`config.mk`:
```
export PLATFORM = sky130hd
export DESIGN_NAME = dmem_arbiter_flat
export DESIGN_NICKNAME = d
export VERILOG_FILES = /design/src/rtl/dmem_arbiter_if.sv /design/src/rtl/dmem_arbiter.sv /design/src/flat_wrapper.sv
export SDC_FILE = /design/constraint.sdc
export NUM_CORES = 1
export LEC_CHECK = 0
export ABC_AREA = 1
export BUFFER_PORTS_ARGS = -buffer_cell sky130_fd_sc_hd__buf_4
export CAP_MARGIN = 20
export CORE_UTILIZATION = 25
export DETAILED_ROUTE_END_ITERATION = 8
export SETUP_SLACK_MARGIN = 0.02
export SLEW_MARGIN = 20
export SYNTH_ARGS = -nofsm -noshare
export SYNTH_HDL_FRONTEND = slang
export SYNTH_SLANG_ARGS = --single-unit
```
`constraint.sdc`:
```
create_clock -name clk -period 2.1 [get_ports clk]
set_clock_uncertainty 0.1 [all_clocks]
set_input_delay 0.21 -clock clk [delete_from_list [all_inputs] [get_ports clk]]
set_output_delay 0.21 -clock clk [all_outputs]
set_load 0.01 [all_outputs]
```
`src/rtl/dmem_arbiter_if.sv`:
```
// dmem_arbiter_if: cpu/dbg requester ports and data-memory port of the arbiter
interface dmem_arbiter_if #(
  parameter int ADDR = 32,
  parameter int DATA = 32
);
  logic            cpu_req;
  logic            cpu_we;
  logic [ADDR-1:0] cpu_addr;
  logic [DATA-1:0] cpu_wd;
  logic            cpu_stall;
  logic [DATA-1:0] cpu_rd;
  logic            cpu_rvalid;
  logic            dbg_req;
  logic            dbg_we;
  logic [ADDR-1:0] dbg_addr;
  logic [DATA-1:0] dbg_wd;
  logic            dbg_lock;
  logic            dbg_gnt;
  logic [DATA-1:0] dbg_rd;
  logic            dbg_rvalid;
  logic            mem_we;
  logic [ADDR-1:0] mem_wa;
  logic [ADDR-1:0] mem_ra;
  logic [DATA-1:0] mem_wd;
  logic [DATA-1:0] mem_rd;
  modport master (
    input  cpu_req, cpu_we, cpu_addr, cpu_wd,
    output cpu_stall, cpu_rd, cpu_rvalid,
    input  dbg_req, dbg_we, dbg_addr, dbg_wd, dbg_lock,
    output dbg_gnt, dbg_rd, dbg_rvalid,
    output mem_we, mem_wa, mem_ra, mem_wd,
    input  mem_rd
  );
  modport slave (
    output cpu_req, cpu_we, cpu_addr, cpu_wd,
    input  cpu_stall, cpu_rd, cpu_rvalid,
    output dbg_req, dbg_we, dbg_addr, dbg_wd, dbg_lock,
    input  dbg_gnt, dbg_rd, dbg_rvalid,
    input  mem_we, mem_wa, mem_ra, mem_wd,
    output mem_rd
  );
endinterface

```
`src/rtl/dmem_arbiter.sv`:
```
// dmem_arbiter: shares the data memory between the MEM stage (priority) and a dbg master
module dmem_arbiter #(
  parameter int ADDR         = 32,
  parameter int DATA         = 32,
  parameter int STARVE_LIMIT = 4
) (
  input logic             clk,
  input logic             rst,
  dmem_arbiter_if.master  bus
);
  localparam int CW = $clog2(STARVE_LIMIT + 1);
  localparam logic [CW-1:0] LIMIT = CW'(STARVE_LIMIT);
  localparam logic [0:0] S_ARB  = 1'b0;
  localparam logic [0:0] S_LOCK = 1'b1;
  logic [0:0]      state;
  logic [CW-1:0]   starve_cnt;
  logic            dbg_gnt;
  logic            cpu_gnt;
  logic [DATA-1:0] cpu_rd_q;
  logic [DATA-1:0] dbg_rd_q;
  logic            cpu_rvalid_q;
  logic            dbg_rvalid_q;
  logic [ADDR-1:0] addr;
  always_comb begin
    dbg_gnt = rst ? 1'b0 :
              state == S_LOCK ? bus.dbg_req :
              bus.dbg_req & (~bus.cpu_req | starve_cnt == LIMIT);
    cpu_gnt = ~rst & state == S_ARB & bus.cpu_req & ~dbg_gnt;
    addr    = dbg_gnt ? bus.dbg_addr : bus.cpu_addr;
  end
  assign bus.dbg_gnt    = dbg_gnt;
  assign bus.cpu_stall  = ~rst & bus.cpu_req & ~cpu_gnt;
  assign bus.mem_we     = (cpu_gnt & bus.cpu_we) | (dbg_gnt & bus.dbg_we);
  assign bus.mem_wa     = addr;
  assign bus.mem_ra     = addr;
  assign bus.mem_wd     = dbg_gnt ? bus.dbg_wd : bus.cpu_wd;
  assign bus.cpu_rd     = cpu_rd_q;
  assign bus.dbg_rd     = dbg_rd_q;
  assign bus.cpu_rvalid = cpu_rvalid_q;
  assign bus.dbg_rvalid = dbg_rvalid_q;
  // lock is released after the first cycle that presents dbg_lock low, granted or idle
  always_ff @(posedge clk) begin
    if (rst)
      state <= S_ARB;
    else if (state == S_ARB)
      state <= dbg_gnt & bus.dbg_lock ? S_LOCK : S_ARB;
    else
      state <= bus.dbg_lock ? S_LOCK : S_ARB;
  end
  always_ff @(posedge clk) begin
    if (rst || dbg_gnt || !bus.dbg_req)
      starve_cnt <= '0;
    else if (starve_cnt != LIMIT)
      starve_cnt <= starve_cnt + 1'b1;
  end
  always_ff @(posedge clk) begin
    if (rst) begin
      cpu_rvalid_q <= 1'b0;
      dbg_rvalid_q <= 1'b0;
      cpu_rd_q     <= '0;
      dbg_rd_q     <= '0;
    end else begin
      cpu_rvalid_q <= cpu_gnt & ~bus.cpu_we;
      dbg_rvalid_q <= dbg_gnt & ~bus.dbg_we;
      if (cpu_gnt && !bus.cpu_we)
        cpu_rd_q <= bus.mem_rd;
      if (dbg_gnt && !bus.dbg_we)
        dbg_rd_q <= bus.mem_rd;
    end
  end
endmodule

```
`src/flat_wrapper.sv`:
```
// flat-port wrapper written by rule: the top's interface ports become plain ports
module dmem_arbiter_flat 
#(
  parameter int ADDR         = 32,
  parameter int DATA         = 32,
  parameter int STARVE_LIMIT = 4
)
  (clk, rst, bus_cpu_req, bus_cpu_we, bus_cpu_addr, bus_cpu_wd, bus_cpu_stall, bus_cpu_rd, bus_cpu_rvalid, bus_dbg_req, bus_dbg_we, bus_dbg_addr, bus_dbg_wd, bus_dbg_lock, bus_dbg_gnt, bus_dbg_rd, bus_dbg_rvalid, bus_mem_we, bus_mem_wa, bus_mem_ra, bus_mem_wd, bus_mem_rd);
  dmem_arbiter_if #(.ADDR(ADDR), .DATA(DATA)) bus_i ();
  input logic clk;
  input logic rst;
  input wire logic [$bits(bus_i.cpu_req)-1:0] bus_cpu_req;
  input wire logic [$bits(bus_i.cpu_we)-1:0] bus_cpu_we;
  input wire logic [$bits(bus_i.cpu_addr)-1:0] bus_cpu_addr;
  input wire logic [$bits(bus_i.cpu_wd)-1:0] bus_cpu_wd;
  output wire logic [$bits(bus_i.cpu_stall)-1:0] bus_cpu_stall;
  output wire logic [$bits(bus_i.cpu_rd)-1:0] bus_cpu_rd;
  output wire logic [$bits(bus_i.cpu_rvalid)-1:0] bus_cpu_rvalid;
  input wire logic [$bits(bus_i.dbg_req)-1:0] bus_dbg_req;
  input wire logic [$bits(bus_i.dbg_we)-1:0] bus_dbg_we;
  input wire logic [$bits(bus_i.dbg_addr)-1:0] bus_dbg_addr;
  input wire logic [$bits(bus_i.dbg_wd)-1:0] bus_dbg_wd;
  input wire logic [$bits(bus_i.dbg_lock)-1:0] bus_dbg_lock;
  output wire logic [$bits(bus_i.dbg_gnt)-1:0] bus_dbg_gnt;
  output wire logic [$bits(bus_i.dbg_rd)-1:0] bus_dbg_rd;
  output wire logic [$bits(bus_i.dbg_rvalid)-1:0] bus_dbg_rvalid;
  output wire logic [$bits(bus_i.mem_we)-1:0] bus_mem_we;
  output wire logic [$bits(bus_i.mem_wa)-1:0] bus_mem_wa;
  output wire logic [$bits(bus_i.mem_ra)-1:0] bus_mem_ra;
  output wire logic [$bits(bus_i.mem_wd)-1:0] bus_mem_wd;
  input wire logic [$bits(bus_i.mem_rd)-1:0] bus_mem_rd;
  assign bus_i.cpu_req = bus_cpu_req;
  assign bus_i.cpu_we = bus_cpu_we;
  assign bus_i.cpu_addr = bus_cpu_addr;
  assign bus_i.cpu_wd = bus_cpu_wd;
  assign bus_cpu_stall = bus_i.cpu_stall;
  assign bus_cpu_rd = bus_i.cpu_rd;
  assign bus_cpu_rvalid = bus_i.cpu_rvalid;
  assign bus_i.dbg_req = bus_dbg_req;
  assign bus_i.dbg_we = bus_dbg_we;
  assign bus_i.dbg_addr = bus_dbg_addr;
  assign bus_i.dbg_wd = bus_dbg_wd;
  assign bus_i.dbg_lock = bus_dbg_lock;
  assign bus_dbg_gnt = bus_i.dbg_gnt;
  assign bus_dbg_rd = bus_i.dbg_rd;
  assign bus_dbg_rvalid = bus_i.dbg_rvalid;
  assign bus_mem_we = bus_i.mem_we;
  assign bus_mem_wa = bus_i.mem_wa;
  assign bus_mem_ra = bus_i.mem_ra;
  assign bus_mem_wd = bus_i.mem_wd;
  assign bus_i.mem_rd = bus_mem_rd;
  dmem_arbiter #(.ADDR(ADDR), .DATA(DATA), .STARVE_LIMIT(STARVE_LIMIT)) u_core (.clk(clk), .rst(rst), .bus(bus_i));
endmodule
```
==> impl_summary.md <==
Outcome
The run finished, with violations left. The final reports fail on negative setup slack.

Detailed routing
The final route contains 5,440 vias. The number of detailed-routing iterations run before antenna repair is 4. Dividing the detail-routed via count by the number of cells gives 4.32. The overall routed net length is 22,200 um. The antenna violation net count after detailed routing is 0. The routed wirelength normalized by instance count is 17.6 um. In the routed design, unresolved DRC markers number 0. The number of design-rule violations left by the first detailed-router iteration is 246.

Worst setup path
STA classifies the critical path endpoint as an output port. The critical path starts at u_core.starve_cnt[0]$_SDFFE_PP0N_. The top fanout value on the critical path is 9. Data on the critical path arrives at its endpoint at 1.82 ns. STA puts the critical path data required time at 1.79 ns.

The worst setup path is launched from a register. The endpoint of the worst-slack reg-to-reg timing path is u_core.state$_SDFF_PP0_. The number of cells on the worst reg-to-reg path is 16. The classification of the worst setup path is register to output port. For flop-to-flop paths, the worst setup slack is 0.03 ns. The start of the worst register-to-register path is u_core.starve_cnt[0]$_SDFFE_PP0N_.

Clocking
The clock slew at the register clock pins of the worst setup and hold paths is 0.06 ns. The deepest clock path buffer count is 2. The clock latency at the later pin of the worst-skew pair is 0.33 ns. The number of clock sinks seen by CTS is 70. The total CTS buffers is 9. The H-tree was split into 3 levels. The CTS tree is built.

The clock root buffer is sky130_fd_sc_hd__clkbuf_16.

Timing
The setup slack of the critical path after layout is -0.0289 ns. Setup violations remaining at the end of the flow were counted as 5. The final critical path takes up 101% of the cycle. The remaining max-slew budget at the tightest pin is 52.5%.

For the finished layout, the period the worst path requires is 2.13 ns. The count of final max-slew check failures is 0. For the pin with the worst max-slew slack, the measured transition is 0.713 ns. Setup repair after global routing could not meet its margin everywhere.

The fmax is 470 MHz. The hold violation total from the final report is 0.

Cells and area
The growth of design area from synthesis to finish is 117%. The final cell count without fillers is 1,260. The final layout contains 1,208 nets. The post-route netlist has 52.9% of its cells at a drive strength greater than 1. The final cell area excluding filler cells is 8810 um^2. The number of fillers in the final layout is 1,513.

Yosys
The commonest cells after synthesis are sky130_fd_sc_hd__nand2_1 (325), sky130_fd_sc_hd__inv_1 (106), sky130_fd_sc_hd__dfxtp_1 (70), sky130_fd_sc_hd__buf_4 (41), sky130_fd_sc_hd__nor2_1 (37). The adder and majority cell fraction of the synthesized area is 0.616%. When the netlist entered floorplanning its net count stood at 855. The post-synthesis simple-gate area fraction is 39.8%. The largest family of logic cells by synthesized area is simple AND/OR/NAND/NOR gates. Summing the areas of all xor and xnor instances in the mapped netlist gives 0.216% of the synthesized area. The compound-gate portion of the synthesized area is 4.19%.

Yosys printed 0 warnings. The top cell type by area accounts for 34.5% of the synthesized area. The most common cell in the synthesized netlist is sky130_fd_sc_hd__nand2_1. In the synthesized netlist the async set-or-reset flop fraction comes to 0%. The post-synthesis register bit count is 70. The leading area contributor after synthesis is sky130_fd_sc_hd__dfxtp_1.

The share of the Yosys chip area taken by registers is 34.5%. The cell area after synthesis is 4060 um^2. The mux contribution to synthesized area is 0%. The number of different library cells used by synthesis comes to 17. The number of enable-type register cells in the synthesized netlist is 0.

The leading register cell type out of synthesis is sky130_fd_sc_hd__dfxtp_1. By area the synthesized netlist is led by sky130_fd_sc_hd__dfxtp_1 (34%), sky130_fd_sc_hd__nand2_1 (30%), sky130_fd_sc_hd__inv_1 (9.8%). The mean instance size in the synthesized netlist is 5.92 um^2. Synthesis handed over a netlist of 686 instances.

Die
The die is 129 um wide. The die is 129 um tall. In this run the core area contains 46 standard-cell rows. The total area inside the core boundary comes to 15,900 um^2.

The effective utilization at floorplan is 25.6%. The floorplan step defined a die boundary enclosing 16,800 um^2. For this design the top-level I/O count stands at 332.

Hold path
The source of the worst hold timing path is bus_mem_rd[5]. The worst hold path belongs to the class input port to register. The path with the worst hold slack has its endpoint at u_core.bus.dbg_rd[5]$_SDFFE_PP0P_. Counting instances, the worst hold path has a depth of 3.

GRT
The global routing usage summed across all routing layers is 22.6%. The via count of the first global-routing pass is 4,893. Global routing finished with a remaining overflow of 0. Entering global routing, the biggest net connects 66 pins.

The wire length of the first global-routing pass is 28,100 um. The number of antenna violations at the first check in global routing came to 1.

Power and ir drop
The power per unit of standard cell area is 527 nW/um^2. The worst supply voltage drop on vdd is 0.404 mV. The leakage component of the power is 4.58 nW.

Flow run
The number of max-capacitance violations reported is 0.

Placed design
Port buffering added 331 buffers. The congestion estimate from routability-driven global placement came to 0.783. The placed instance count is 1,174.

The placed instances occupy a cell area of 6530 um^2. After legalization and detailed placement, the total HPWL measured 14,300 um.
==> worst max-delay path, stage by stage, from the launching register on <==
cell                        delay, ns
sky130_fd_sc_hd__dfxtp_2         0.32
sky130_fd_sc_hd__inv_2           0.06
sky130_fd_sc_hd__ha_4            0.15
sky130_fd_sc_hd__nand2_4         0.05
sky130_fd_sc_hd__nand3_4         0.07
sky130_fd_sc_hd__nand3_4         0.08
sky130_fd_sc_hd__buf_12          0.15
sky130_fd_sc_hd__buf_12          0.14
sky130_fd_sc_hd__clkbuf_16       0.17
sky130_fd_sc_hd__nand2_1         0.09
sky130_fd_sc_hd__nand2_2         0.07
sky130_fd_sc_hd__buf_6           0.12
==> layout make-up <==
cell class	instances	area (um^2)	area share [%]
Multi-Input combinational cell	438	2500	28.4
Inverter	106	414	4.70
Clock buffer	12	246	2.80
Tap cell	216	270	3.07
Clock inverter	3	68.8	0.781
Antenna cell	1	2.50	0.0284
Timing Repair Buffer	414	3900	44.3
Sequential cell	70	1400	15.9
==> power breakdown <==
group	total (mW)	internal, mW	switching (mW)
combinational	1.57	0.838	0.732
clock	1.66	1.07	0.586
sequential	1.42	1.39	0.0303
total	4.64	3.29	1.35
==> sequential cells by signal (all words and copies together) (netlist names) <==
register / flops
u_core.bus.dbg_rd: 32
u_core.bus.cpu_rd: 32
u_core.bus.dbg_rvalid: 1
u_core.bus.cpu_rvalid: 1
u_core.starve_cnt: 3
u_core.state: 1
==> what timing repair did <==
action,4_1_cts,5_1_grt
endpoints found under the setup margin,98,131
endpoints found under the hold margin,29,1
pin swaps,20,25
resized for setup,97,227
buffers inserted,19,2
gates cloned,8,11
hold buffers,29,1
==> cell usage in the layout, fill, tap and decap left out, drive strengths merged, types with 2 or more instances in the layout <==
cell           n
inv          106
o21ai         33
dlygate4sd3   30
ha             2
dfxtp         70
bufinv         2
clkbuf        20
nand4         32
nor2          37
buf          375
nand3          6
nand2        325
==> per-stage QoR <==
step	setup TNS, ns	power (mW)	setup slack, ns	util [%]	hold WS (ns)
finish	-0.0516	4.64	-0.0289	55.5	0.00286
global route	-4.03	4.83	-0.0965	55.5	0.0117
CTS	-0.0700	4.41	-0.0142	49.1	0.000395
detailed placement	0	2.57	0.0634	41.1	0.327
global placement	0	2.57	0.0997	41.1	0.319
floorplan	0	1.93	0.207	-	0.222
==> worst max-delay path by stage <==
stage / end / slack, ns / cells after the start
after global placement: bus_mem_wd[5] / 0.1 / 10
after global routing: bus_mem_wd[30] / -0.1 / 11
final: bus_mem_wd[30] / -0.03 / 11
after CTS: bus_mem_ra[23] / -0.01 / 11
after floorplan: bus_mem_wa[0] / 0.21 / 10
after detailed placement: bus_mem_wd[27] / 0.06 / 10
==> logic make-up after synthesis <==
kind of cell,Yosys count
compound gates,34
flops,70
fa+ha+maj,2
buf+inv,178
xor+xnor,1
simple gates,401
==> layer usage <==
| metal | vias up | track usage, % | wire length, um |
|---|---|---|---|
| li1 | 2720 | - | - |
| met1 | 2470 | 27.9 | 8880 |
| met2 | 217 | 36.1 | 10600 |
| met3 | 33 | 7.02 | 2050 |
| met4 | 0 | 10.3 | 631 |
| met5 | - | 0 | 0 |
Power figures use the tool's default switching activity.
